==> config.mk <==
export PLATFORM = sky130hd
export DESIGN_NAME = uart_tx_cfg
export DESIGN_NICKNAME = d
export VERILOG_FILES = /design/src/rtl/uart_tx_cfg_pkg.sv /design/src/rtl/uart_tx_cfg_fifo.sv /design/src/rtl/uart_tx_cfg.sv
export SDC_FILE = /design/constraint.sdc
export NUM_CORES = 1
export LEC_CHECK = 0
export CAP_MARGIN = 40
export CORE_MARGIN = 2
export CORE_UTILIZATION = 50
export CTS_CLUSTER_DIAMETER = 150
export DETAILED_ROUTE_END_ITERATION = 10
export DONT_BUFFER_PORTS = 1
export SYNTH_ARGS = -nofsm -noshare
export SYNTH_HDL_FRONTEND = slang
export SYNTH_SLANG_ARGS = --single-unit
==> constraint.sdc <==
create_clock -name clk -period 4.1 [get_ports clk]
set_clock_uncertainty 0.2 [all_clocks]
set_input_delay 1.23 -clock clk [delete_from_list [all_inputs] [get_ports clk]]
set_output_delay 1.23 -clock clk [all_outputs]
set_load 0.01 [all_outputs]
==> src/rtl/uart_tx_cfg_pkg.sv <==
// Shared types and constants for the configurable UART transmitter.
// The UART_TX_BREAK_EN macro widens the interrupt vector by one flag at bit 0.
package uart_pkg;

  localparam logic [2:0] ST_IDLE   = 3'd0;
  localparam logic [2:0] ST_START  = 3'd1;
  localparam logic [2:0] ST_DATA   = 3'd2;
  localparam logic [2:0] ST_PARITY = 3'd3;
  localparam logic [2:0] ST_STOP   = 3'd4;

  typedef enum logic [1:0] {
    PAR_NONE = 2'd0,
    PAR_EVEN = 2'd1,
    PAR_ODD  = 2'd2
  } parity_e;

  localparam logic [1:0] DBITS_5 = 2'd0;
  localparam logic [1:0] DBITS_6 = 2'd1;
  localparam logic [1:0] DBITS_7 = 2'd2;
  localparam logic [1:0] DBITS_8 = 2'd3;

`ifdef UART_TX_BREAK_EN
  localparam int IRQ_W     = 4;
  localparam int IRQ_BREAK = 0;
  localparam int IRQ_EMPTY = 1;
  localparam int IRQ_HALF  = 2;
  localparam int IRQ_DONE  = 3;
`else
  localparam int IRQ_W     = 3;
  localparam int IRQ_EMPTY = 0;
  localparam int IRQ_HALF  = 1;
  localparam int IRQ_DONE  = 2;
`endif

  // The reserved encoding 3 behaves exactly like "no parity".
  function automatic parity_e decode_parity(input logic [1:0] mode);
    case (mode)
      2'd1:    return PAR_EVEN;
      2'd2:    return PAR_ODD;
      default: return PAR_NONE;
    endcase
  endfunction

  function automatic logic [7:0] data_mask(input logic [1:0] bits_sel);
    case (bits_sel)
      DBITS_5: return 8'h1F;
      DBITS_6: return 8'h3F;
      DBITS_7: return 8'h7F;
      DBITS_8: return 8'hFF;
      default: return 8'hFF;
    endcase
  endfunction

endpackage

==> src/rtl/uart_tx_cfg_fifo.sv <==
// Generic synchronous FIFO with show-ahead read data and an occupancy count.
module fifo #(
  parameter int data_size   = 8,
  parameter int buffer_size = 8
) (
  input  logic                         clk,
  input  logic                         rst_n,
  input  logic                         wr_en,
  input  logic [data_size-1:0]         wr_data,
  input  logic                         rd_en,
  output logic [data_size-1:0]         rd_data,
  output logic                         full,
  output logic                         empty,
  output logic [$clog2(buffer_size):0] level
);

  localparam int AW = $clog2(buffer_size);

  logic [data_size-1:0] mem [buffer_size];
  logic [AW-1:0]        wr_ptr;
  logic [AW-1:0]        rd_ptr;
  logic [AW:0]          count;
  logic                 do_wr;
  logic                 do_rd;

  assign full    = (count == (AW+1)'(buffer_size));
  assign empty   = (count == '0);
  assign do_wr   = wr_en && !full;
  assign do_rd   = rd_en && !empty;
  assign rd_data = mem[rd_ptr];
  assign level   = count;

  // Pointers wrap naturally because the depth is a power of two.
  always_ff @(posedge clk) begin
    if (!rst_n) begin
      wr_ptr <= '0;
      rd_ptr <= '0;
      count  <= '0;
    end else begin
      if (do_wr) wr_ptr <= wr_ptr + 1'b1;
      if (do_rd) rd_ptr <= rd_ptr + 1'b1;
      case ({do_wr, do_rd})
        2'b10:   count <= count + 1'b1;
        2'b01:   count <= count - 1'b1;
        default: count <= count;
      endcase
    end
  end

  always_ff @(posedge clk) begin
    if (do_wr) mem[wr_ptr] <= wr_data;
  end

endmodule

==> src/rtl/uart_tx_cfg.sv <==
// UART transmitter with runtime frame format, internal baud divider, FIFO and CTS/RTS.
// Defining UART_TX_BREAK_EN adds the break_req input and a break_done interrupt flag.
module uart_tx_cfg
  import uart_pkg::*;
#(
  parameter int FIFO_DEPTH = 8,
  parameter int DIV_W      = 16,
  parameter int CTS_SYNC   = 2
) (
  input  logic                          clk,
  input  logic                          rst_n,
`ifdef UART_TX_BREAK_EN
  input  logic                          break_req,
`endif
  input  logic [7:0]                    tx_data,
  input  logic                          tx_valid,
  output logic                          tx_ready,
  input  logic [1:0]                    cfg_data_bits,
  input  logic [1:0]                    cfg_parity,
  input  logic                          cfg_stop2,
  input  logic [DIV_W-1:0]              cfg_baud_div,
  input  logic [IRQ_W-1:0]              irq_en,
  input  logic [IRQ_W-1:0]              irq_clr,
  input  logic                          cts_n,
  output logic                          tx,
  output logic                          rts_n,
  output logic                          fifo_full,
  output logic                          fifo_empty,
  output logic [$clog2(FIFO_DEPTH):0]   fifo_level,
  output logic                          tx_busy,
  output logic [IRQ_W-1:0]              irq_flags,
  output logic                          tx_irq
);

  localparam int LVL_W = $clog2(FIFO_DEPTH) + 1;
  localparam logic [LVL_W-1:0] LEVEL_HALF_PLUS1 = LVL_W'(FIFO_DEPTH / 2 + 1);
  localparam logic [LVL_W-1:0] LEVEL_ONE        = LVL_W'(1);

  logic [7:0]          fifo_rd_data;
  logic                push;
  logic                pop;
  logic [CTS_SYNC-1:0] cts_sync;
  logic                cts_s;
  logic                brk_block;
  logic                start_ok;
  logic                bit_end;
  logic                frame_end;

  logic [2:0]          state;
  logic [DIV_W-1:0]    baud_cnt;
  logic [DIV_W-1:0]    div_q;
  logic [7:0]          shift_q;
  logic [2:0]          last_bit_q;
  logic [2:0]          bit_cnt;
  logic                par_en_q;
  logic                par_bit_q;
  logic                stop2_q;
  logic                stop_cnt;

  logic [7:0]          masked_data;
  parity_e             par_mode;
  logic                par_calc;
  logic [IRQ_W-1:0]    irq_set;

  assign tx_ready = !fifo_full;
  assign push     = tx_valid && tx_ready;
  assign tx_busy  = (state != ST_IDLE);
  assign tx_irq   = |(irq_flags & irq_en);

  fifo #(
    .data_size   (8),
    .buffer_size (FIFO_DEPTH)
  ) u_fifo (
    .clk     (clk),
    .rst_n   (rst_n),
    .wr_en   (push),
    .wr_data (tx_data),
    .rd_en   (pop),
    .rd_data (fifo_rd_data),
    .full    (fifo_full),
    .empty   (fifo_empty),
    .level   (fifo_level)
  );

  // Synchroniser resets to "not clear to send" so nothing leaves before CTS is seen.
  always_ff @(posedge clk) begin
    if (!rst_n) cts_sync <= '1;
    else        cts_sync <= CTS_SYNC'({cts_sync, cts_n});
  end
  assign cts_s = cts_sync[CTS_SYNC-1];

  always_ff @(posedge clk) begin
    if (!rst_n) rts_n <= 1'b1;
    else        rts_n <= fifo_full;
  end

`ifdef UART_TX_BREAK_EN
  logic brk_q;

  // A break only takes the line once the FSM is idle; a mid-frame request waits.
  always_ff @(posedge clk) begin
    if (!rst_n)                            brk_q <= 1'b0;
    else if (state == ST_IDLE && break_req) brk_q <= 1'b1;
    else if (!break_req)                   brk_q <= 1'b0;
  end
  assign brk_block = break_req || brk_q;
`else
  assign brk_block = 1'b0;
`endif

  assign start_ok  = !fifo_empty && !cts_s && !brk_block;
  assign bit_end   = (baud_cnt == div_q);
  assign frame_end = (state == ST_STOP) && bit_end && (!stop2_q || stop_cnt);
  assign pop       = start_ok && ((state == ST_IDLE) || frame_end);

  always_comb begin
    masked_data = fifo_rd_data & data_mask(cfg_data_bits);
    par_mode    = decode_parity(cfg_parity);
    par_calc    = (^masked_data) ^ (par_mode == PAR_ODD);
  end

  // Every frame starts here: the whole format is captured so later cfg writes cannot disturb it.
  always_ff @(posedge clk) begin
    if (!rst_n) begin
      state      <= ST_IDLE;
      tx         <= 1'b1;
      baud_cnt   <= '0;
      div_q      <= '0;
      shift_q    <= '0;
      last_bit_q <= '0;
      bit_cnt    <= '0;
      par_en_q   <= 1'b0;
      par_bit_q  <= 1'b0;
      stop2_q    <= 1'b0;
      stop_cnt   <= 1'b0;
    end else if (pop) begin
      state      <= ST_START;
      tx         <= 1'b0;
      baud_cnt   <= '0;
      div_q      <= cfg_baud_div;
      shift_q    <= masked_data;
      last_bit_q <= {1'b1, cfg_data_bits};
      bit_cnt    <= '0;
      par_en_q   <= (par_mode != PAR_NONE);
      par_bit_q  <= par_calc;
      stop2_q    <= cfg_stop2;
      stop_cnt   <= 1'b0;
    end else if (state == ST_IDLE) begin
      baud_cnt <= '0;
`ifdef UART_TX_BREAK_EN
      tx       <= !break_req;
`else
      tx       <= 1'b1;
`endif
    end else begin
      baud_cnt <= bit_end ? '0 : baud_cnt + 1'b1;
      if (bit_end) begin
        case (state)
          ST_START: begin
            state   <= ST_DATA;
            bit_cnt <= '0;
            tx      <= shift_q[0];
          end
          ST_DATA: begin
            if (bit_cnt == last_bit_q) begin
              if (par_en_q) begin
                state <= ST_PARITY;
                tx    <= par_bit_q;
              end else begin
                state    <= ST_STOP;
                stop_cnt <= 1'b0;
                tx       <= 1'b1;
              end
            end else begin
              bit_cnt <= bit_cnt + 1'b1;
              shift_q <= shift_q >> 1;
              tx      <= shift_q[1];
            end
          end
          ST_PARITY: begin
            state    <= ST_STOP;
            stop_cnt <= 1'b0;
            tx       <= 1'b1;
          end
          ST_STOP: begin
            if (stop2_q && !stop_cnt) begin
              stop_cnt <= 1'b1;
            end else begin
              state <= ST_IDLE;
              tx    <= 1'b1;
            end
          end
          default: begin
            state <= ST_IDLE;
            tx    <= 1'b1;
          end
        endcase
      end
    end
  end

  // Push and pop in the same cycle leave the level alone, so neither flag fires then.
  always_comb begin
    irq_set            = '0;
    irq_set[IRQ_DONE]  = frame_end;
    irq_set[IRQ_HALF]  = pop && !push && (fifo_level == LEVEL_HALF_PLUS1);
    irq_set[IRQ_EMPTY] = pop && !push && (fifo_level == LEVEL_ONE);
`ifdef UART_TX_BREAK_EN
    irq_set[IRQ_BREAK] = brk_q && !break_req;
`endif
  end

  always_ff @(posedge clk) begin
    if (!rst_n) irq_flags <= '0;
    else        irq_flags <= (irq_flags & ~irq_clr) | irq_set;
  end

endmodule

# --- Word level (Yosys, flattened, before mapping) ---
# Memory sizes are Yosys's and may differ from the RTL's. A register that Yosys moved wholly into a read port is not among the register bits.
# Cells that the tools add are included.
totals:
  ramBits: 64
  mem_bits_ro: 0
  word_cells: 132
  reg_bits: 70
  n_memories: 1
  output_inout_bits: 14
  latchBits: 0
mem_list:
  columns: ["name", "words", "word_bits", "rd", "rd_clocked_by_memory_dff", "wr", "line", "source"]
  rows:
  - ["u_fifo.mem", 8, 8, 1, 1, 1, "uart_tx_cfg_fifo.sv:19", "logic [data_size-1:0] mem [buffer_size];"]
classes:
  shift: 0
  n_bitwise: 8
  n_eq_ne: 27
  n_addsub: 6
  mux: 32
  multipliers: 0
  n_reduce_logical: 40
  div: 0
  n_lt_le_gt_ge: 0
ops:
  columns: ["op", "n"]
  rows:
  - ["$mux W8", 5]
  - ["$pmux W8 S4", 1]
  - ["$mux W3", 6]
  - ["$add A16 B1 Y16 const B", 1]
  - ["$eq A16 B16 Y1", 1]
  - ["$reduce_and A4 Y1", 4]
  - ["$mux W1", 14]
  - ["$ne A2 B2 Y1 const B", 6]
  - ["$pmux W3 S4", 1]
  - ["$logic_and A1 B1 Y1", 11]
  - ["$eq A2 B2 Y1 const B", 5]
  - ["$reduce_bool A2 Y1", 5]
  - ["$add A3 B1 Y3 const B", 3]
  - ["$reduce_bool A3 Y1", 3]
  - ["$and A8 B8 Y8", 1]
  - ["$pmux W4 S2", 1]
  - ["$reduce_xor A8 Y1", 1]
  - ["$and A3 B3 Y3", 2]
  - ["$eq A2 B1 Y1 const B", 3]
  - ["$eq A3 B2 Y1 const B", 2]
  - ["$logic_not A1 Y1", 6]
  - ["$ne A3 B3 Y1 const B", 2]
  - ["$pmux W1 S3", 2]
  - ["$pmux W3 S2", 1]
  - ["24 further kinds", 26]

# --- Logic depth before layout (Yosys ltp) ---
# Gate-level depths: netlist of run 1.
logic_depth:
  word_depth: 8
  mapped_depth: 13

# --- Cells and area by module ---
# A second synthesis of run 1 with hierarchy kept.
hier_totals:
  cells_unflattened: 488
  area_unflattened_um2: 5949.5
modules_own_cells:
  columns: ["module", "cells_per_inst", "n_inst", "area_per_inst_um2"]
  rows:
  - ["fifo", 167, 1, 3101.7]
  - ["uart_tx_cfg", 321, 1, 2847.7]

# --- Worst setup path after synthesis of run 1 ---
# OpenSTA, ideal clock, no wires.
synth_timing:
  path_kind: "input port to output port"
  start: "input port irq_en[0]"
  end: "output port tx_irq"
  t_required_ns: 2.670
  setup_slack_ns: 1.030
  path_buffers: 0
  arrival_time_ns: 1.640
  stages: 2
  cell_sequence: "a222oi_1 inv_1"
synth_via:
  elab_chain_len: 2
synth_lines:
  columns: ["item", "line", "source"]
  rows:
  - ["start: declaration", "uart_tx_cfg.sv:22", "input logic [IRQ_W-1:0] irq_en,"]
  - ["$and A3 B3 Y3", "uart_tx_cfg.sv:68", "assign tx_irq = |(irq_flags & irq_en);"]
  - ["$reduce_or A3 Y1", "uart_tx_cfg.sv:68", null]
  - ["end: declaration", "uart_tx_cfg.sv:32", "output logic tx_irq"]
# Every way passes these cells.

==> results of run 1 <==
## critical path, stage by stage (launching register included)
cell and delay (ns):
dfxtp_1 0.89, mux4_1 0.65, mux2_2 0.30, xnor3_1 0.34, xnor3_1 0.22, xor3_1 0.35
o211a_1 0.21
## synth_stat cells (all sizes together), types with 13 or more instances
cell,count,area share
inv,23,0.014
nor2,48,0.030
mux4,13,0.051
o21ai,24,0.020
clkbuf,14,0.0088
dfxtp,73,0.24
xnor2,13,0.019
edfxtp,64,0.32
a21oi,37,0.031
nand3,32,0.027
buf,13,0.012
xor2,27,0.039
## area by class of cell
type	instances	area, µm²	area share
Timing Repair Buffer	13	97.6	0.0144
Inverter	23	86.3	0.0127
Sequential cell	137	3380	0.499
Clock buffer	21	470	0.0694
Clock inverter	11	145	0.0214
Tap cell	143	179	0.0264
Multi-Input combinational cell	334	2420	0.357
## path summary, 6_finish.rpt
path | start | endpoint | cells past startpoint
worst max-delay path | register | par_bit_q$_SDFFE_PN0N_ | 6
worst min-delay path | cts_sync[0]$_SDFF_PN1_ | cts_sync[1]$_SDFF_PN1_ | 1
worst max register to register | register | par_bit_q$_SDFFE_PN0N_ | 6
worst min register to register | cts_sync[0]$_SDFF_PN1_ | cts_sync[1]$_SDFF_PN1_ | 1
## cell families (layout without fill, tap and decap cells)
kind of cell / Yosys count / after routing / synth area share
xor gates and xnor gates: 43 / 43 / 0.0699
DFF: 137 / 137 / 0.564
AOI/OAI and AO/OA: 98 / 98 / 0.101
muxes: 30 / 30 / 0.0802
buffers and inverters: 50 / 68 / 0.0351
and+or+nand+nor: 154 / 154 / 0.131
adders and majority gates: 9 / 9 / 0.0188
## flip-flops by register name, summed over array words and instances, names as in the netlist, named ones only
| name | flops |
|---|---|
| par_bit_q | 1 |
| stop2_q | 1 |
| u_fifo.mem | 64 |
| par_en_q | 1 |
| irq_flags | 3 |
| rts_n | 1 |
| baud_cnt | 16 |
| u_fifo.wr_ptr | 3 |
| stop_cnt | 1 |
| u_fifo.level | 4 |
| bit_cnt | 3 |
| u_fifo.rd_ptr | 3 |
| cts_sync | 2 |
| state | 3 |
| shift_q | 8 |
| last_bit_q | 3 |
| tx | 1 |
| div_q | 16 |
## power by group through the flow
stage          Clock, mW  Combinational, mW  Sequential, mW
2_1_floorplan          0              0.233            1.52
5_1_grt             1.67              0.324            1.51
3_5_place_dp           0              0.296            1.53
6_report            1.57              0.296            1.50
3_3_place_gp           0              0.291            1.53
4_1_cts             1.60              0.298            1.50
## metrics by stage
step	hold WS (ns)	instance area, µm²	total power, mW
2_1_floorplan	0.186	5990	1.75
3_3_place_gp	0.200	6130	1.82
3_5_place_dp	0.223	6160	1.83
4_1_cts	0.242	6780	3.40
5_1_grt	0.270	6780	3.50
6_report	0.234	6780	3.37
## layer usage
metal	track usage	share of wire	up-vias
met5	0	0	-
met4	0.0894	0.015	0
met3	0.0643	0.041	16
met2	0.354	0.50	65
met1	0.242	0.44	1852
li1	-	-	1906
==> results.py, run 1 <==
metrics = {
    "outcome": {
        "status": "completed",
    },
    "sta": {
        "rsz0062_at_grt": "false",
        "finalHoldViolCount": 0,
        "fin_ws_ns": 0.843,
        "finalWorstPathRequiredPeriod_ns": 3.26,
        "setup_tns_ns": 0,
        "period_share": 0.794,
        "relSlewSlack": 0.416,
        "max_freq_mhz": 307,
        "tightest_slew_ns": 0.874,
        "maxSlewViolCount": 0,
        "finalSetupViolCount": 0,
    },
    "critical_path": {
        "worstSetupEndpointType": "register",
        "crit_path_start_kind": "register",
        "required_ns": 4.23,
        "reg2reg_slack_ns": 0.84,
        "worstPathArrival_ns": 3.38,
        "crit_type": "register to register",
        "critPathMaxFanout": 18,
    },
    "synth": {
        "synthCells": 521,
        "synth_edf_count": 64,
        "synth_cell_types": 52,
        "synth_fp_nets": 569,
        "synth-seq-cells": 137,
        "avgSynthCellArea_um2": 11.5,
        "ys.flop_type": "dfxtp_1",
        "async_flop_share": 0,
        "ys_warn_count": 0,
        "yosysSeqAreaShare": 0.564,
        "syn_area_um2": 5990,
    },
    "pwr": {
        "clockPowerShare": 0.466,
        "seq_power_share": 0.446,
        "p_leak_nw": 2.46,
        "p_switching_mw": 0.783,
        "powerDensity_nw_per_um2": 497,
        "power.share.switching": 0.232,
        "ir_drop_uv": 407,
        "combPwrFrac": 0.088,
        "p_int_mw": 2.59,
    },
    "clocking": {
        "cts_tree": "built",
        "ctsResizeCount": 0,
        "path_clk_slew_ns": 0.06,
        "cts.sinks": 137,
        "clock_path_buffers": 2,
        "cts_made_buffers": 17,
        "cts-root-buf": "clkbuf_16",
        "post-cts-setup-buffers": 0,
        "cts_hold_buf": 0,
        "clock_latency_ns": 0.43,
        "h-tree-depth": 4,
    },
    "place": {
        "dp_slack_ns": 0.848,
        "dp_hpwl_um": 8220,
        "gp_congestion": 0.790,
        "dp.cells": 650,
        "io_buffer_count": 0,
    },
    "global_routing": {
        "grt_start_max_net_pins": 41,
        "grtUsageTotal": 0.207,
        "gr-total-overflow": 0,
        "antenna_found_initial": 0,
        "grt_pass1_vias": 3964,
        "grt_pass1_wl_um": 20100,
    },
    "drt": {
        "via_per_inst": 5.63,
        "remaining_drc_errors": 0,
        "vias": 3839,
        "drtIter0Drc": 287,
        "finalWirelength_um": 12200,
        "ant_nets": 0,
        "wire_per_inst_um": 17.9,
        "first_pass_iters": 5,
    },
    "finish": {
        "most-common-layout-cells": "dfxtp_1, edfxtp_1, nor2_1, a21oi_1, nand3_1",
        "diodes": 0,
        "post-route-util": 0.586,
        "finalNetCount": 574,
        "instances_no_fill": 682,
        "drive_gt1_frac": 0.117,
        "layout_commonest_cell": "dfxtp_1",
        "fillers": 967,
        "syn_to_final_growth_pct": 13.1,
    },
    "floorplan": {
        "core_um2": 11600,
        "die_area_um2": 12900,
        "initial_core_util": 0.518,
        "die_h_um": 113,
        "num_rows": 39,
        "die_x_um": 113,
        "num_io_pins": 53,
    },
    "min_path": {
        "hp-class": "register to register",
    },
    "flow_run": {
        "cap_violations": 0,
    },
}
(Power assumes the default switching activity.)
==> run 2: changes to the inputs <==
- PLACE_DENSITY: not set -> 0.68
- clock period: 4.1 -> 2.8 ns (I/O delays scaled with it)
==> run 2 against run 1 <==
Against the previous run: non-clock buffer count is 22 higher; die area unchanged; sequential cell count unchanged; combinational power grew 65%; critical path depth did not move; total power is 54% higher; global-route usage fell by 0.15 points; register-to-register slack worse by 0.73 ns; final cell count is 3.2% higher; clock power up 59%; sequential share of layout area is 1.7 points lower; wire length rose by 2.7%.
==> results.py, run 2 (synthesized netlist as in run 1, its figures left out) <==
metrics = {
    "clocking": {
        "path_clk_slew_ns": 0.06,
        "cts.sinks": 137,
        "clock_latency_ns": 0.42,
        "post-cts-setup-buffers": 0,
        "cts-root-buf": "clkbuf_16",
        "clock_path_buffers": 2,
        "cts_made_buffers": 17,
        "h-tree-depth": 4,
        "cts_hold_buf": 0,
        "cts_tree": "built",
    },
    "critical_path": {
        "path_cells": "mux4_1 > mux2_2 > xnor3_1 > xnor3_1 > xor3_1 > o211a_1",
        "slowest_delay_ns": 0.55,
        "crit_path_start_kind": "register",
        "crit_top_cell": "xnor3_1",
        "critPathMaxFanout": 4,
        "required_ns": 2.91,
        "worstSetupEndpointType": "register",
        "worstPathArrival_ns": 2.80,
        "crit_type": "register to register",
        "slowest_stage": "mux4_1",
    },
    "floorplan": {
        "initial_core_util": 0.518,
        "num_io_pins": 53,
        "die_x_um": 113,
        "num_rows": 39,
        "die_area_um2": 12900,
        "die_h_um": 113,
        "core_um2": 11600,
    },
    "sta": {
        "finalSetupViolCount": 0,
        "setup_tns_ns": 0,
        "finalWorstPathRequiredPeriod_ns": 2.69,
        "maxSlewViolCount": 0,
        "rsz0062_at_grt": "false",
        "finalHoldViolCount": 0,
        "tightest_slew_ns": 0.674,
        "period_share": 0.959,
        "max_freq_mhz": 372,
        "relSlewSlack": 0.550,
    },
    "finish": {
        "layout_commonest_cell": "dfxtp_1",
        "syn_to_final_growth_pct": 17.3,
        "drive_gt1_frac": 0.173,
        "instances_no_fill": 704,
        "finalNetCount": 596,
        "largestRegisters": "u_fifo.mem x64, baud_cnt x16, div_q x16",
        "largest_register_ffs": 64,
        "diodes": 0,
        "most-common-layout-cells": "dfxtp_1, edfxtp_1, nor2_1, a21oi_1, buf_4",
        "largest_register": "u_fifo.mem",
    },
    "drt": {
        "wire_per_inst_um": 17.8,
        "via_per_inst": 5.76,
        "remaining_drc_errors": 0,
        "drtIter0Drc": 243,
        "ant_nets": 0,
        "first_pass_iters": 4,
        "finalWirelength_um": 12500,
        "vias": 4052,
    },
    "place": {
        "dp.cells": 672,
        "gp_congestion": 0.843,
        "dp_hpwl_um": 8620,
        "io_buffer_count": 0,
    },
    "global_routing": {
        "grt_start_max_net_pins": 41,
        "antenna_found_initial": 0,
        "grtUsageTotal": 0.206,
        "grt_pass1_wl_um": 20300,
        "grt_pass1_vias": 4053,
        "gr-total-overflow": 0,
    },
    "pwr": {
        "ir_drop_uv": 611,
        "powerDensity_nw_per_um2": 737,
        "p_leak_nw": 2.61,
    },
    "min_path": {
        "hp-class": "register to register",
    },
    "flow_run": {
        "cap_violations": 0,
    },
    "outcome": {
        "status": "completed",
    },
}
==> run 2: cell count changes in the layout (fill, tap and decap cells not counted), sizes merged <==
cell and delta:
bufinv +2, clkbuf -1, buf +22, inv +4, clkinv -5
==> run 2: routing by layer <==
metal  vias up  track usage  wire (µm)
met5         -            0          0
met4         0       0.0650        151
met3        14       0.0717        543
met2        86        0.347       6400
met1      1999        0.249       5420
li1       1953            -          -
==> run 2: where the power goes <==
group	internal, mW	switching (mW)	leakage, nW
clock	1.64	0.861	0.323
sequential	2.15	0.0408	1.17
combinational	0.204	0.285	1.11
total	4.00	1.19	2.61
==> run 2: stage by stage <==
stage,util,total power [mW],instance area (µm²),hold WS [ns],setup WS [ns]
global route,0.608,5.37,7030,0.267,0.0000597
finish,0.608,5.18,7030,0.248,0.114
detailed placement,0.547,2.71,6330,0.221,-0.0723
floorplan,-,2.57,6010,0.186,0.0499
CTS,0.605,5.22,7000,0.245,0.00954
global placement,0.547,2.70,6330,0.245,0.0344
==> run 2: worst max-delay path, delay by kind of cell (launching register included) <==
kind	cells	cell delay (ns)
AOI/OAI and AO/OA	1	0.21
DFF	1	0.37
muxes	2	0.87
xor gates and xnor gates	3	0.93
==> run 2: area by class of cell <==
class,instances,area [µm²]
Inverter,23,86.3
Fill cell,922,4530
Tap cell,143,179
Sequential cell,137,3390
Clock inverter,12,210
Clock buffer,20,457
Multi-Input combinational cell,334,2450
Timing Repair Buffer,35,263
==> run 2: worst paths after layout <==
check	startpoint	to	slack, ns	cells past startpoint
max	register	par_bit_q$_SDFFE_PN0N_	0.11	6
max reg2reg	register	par_bit_q$_SDFFE_PN0N_	0.11	6
min reg2reg	cts_sync[0]$_SDFF_PN1_	cts_sync[1]$_SDFF_PN1_	0.25	1
min	cts_sync[0]$_SDFF_PN1_	cts_sync[1]$_SDFF_PN1_	0.25	1
==> run 2: timing repair <==
action | in CTS | in global routing
gates cloned | 0 | 0
gates resized for setup | 1 | 10
endpoints found under the setup margin | 1 | 7
pin swaps | 0 | 3
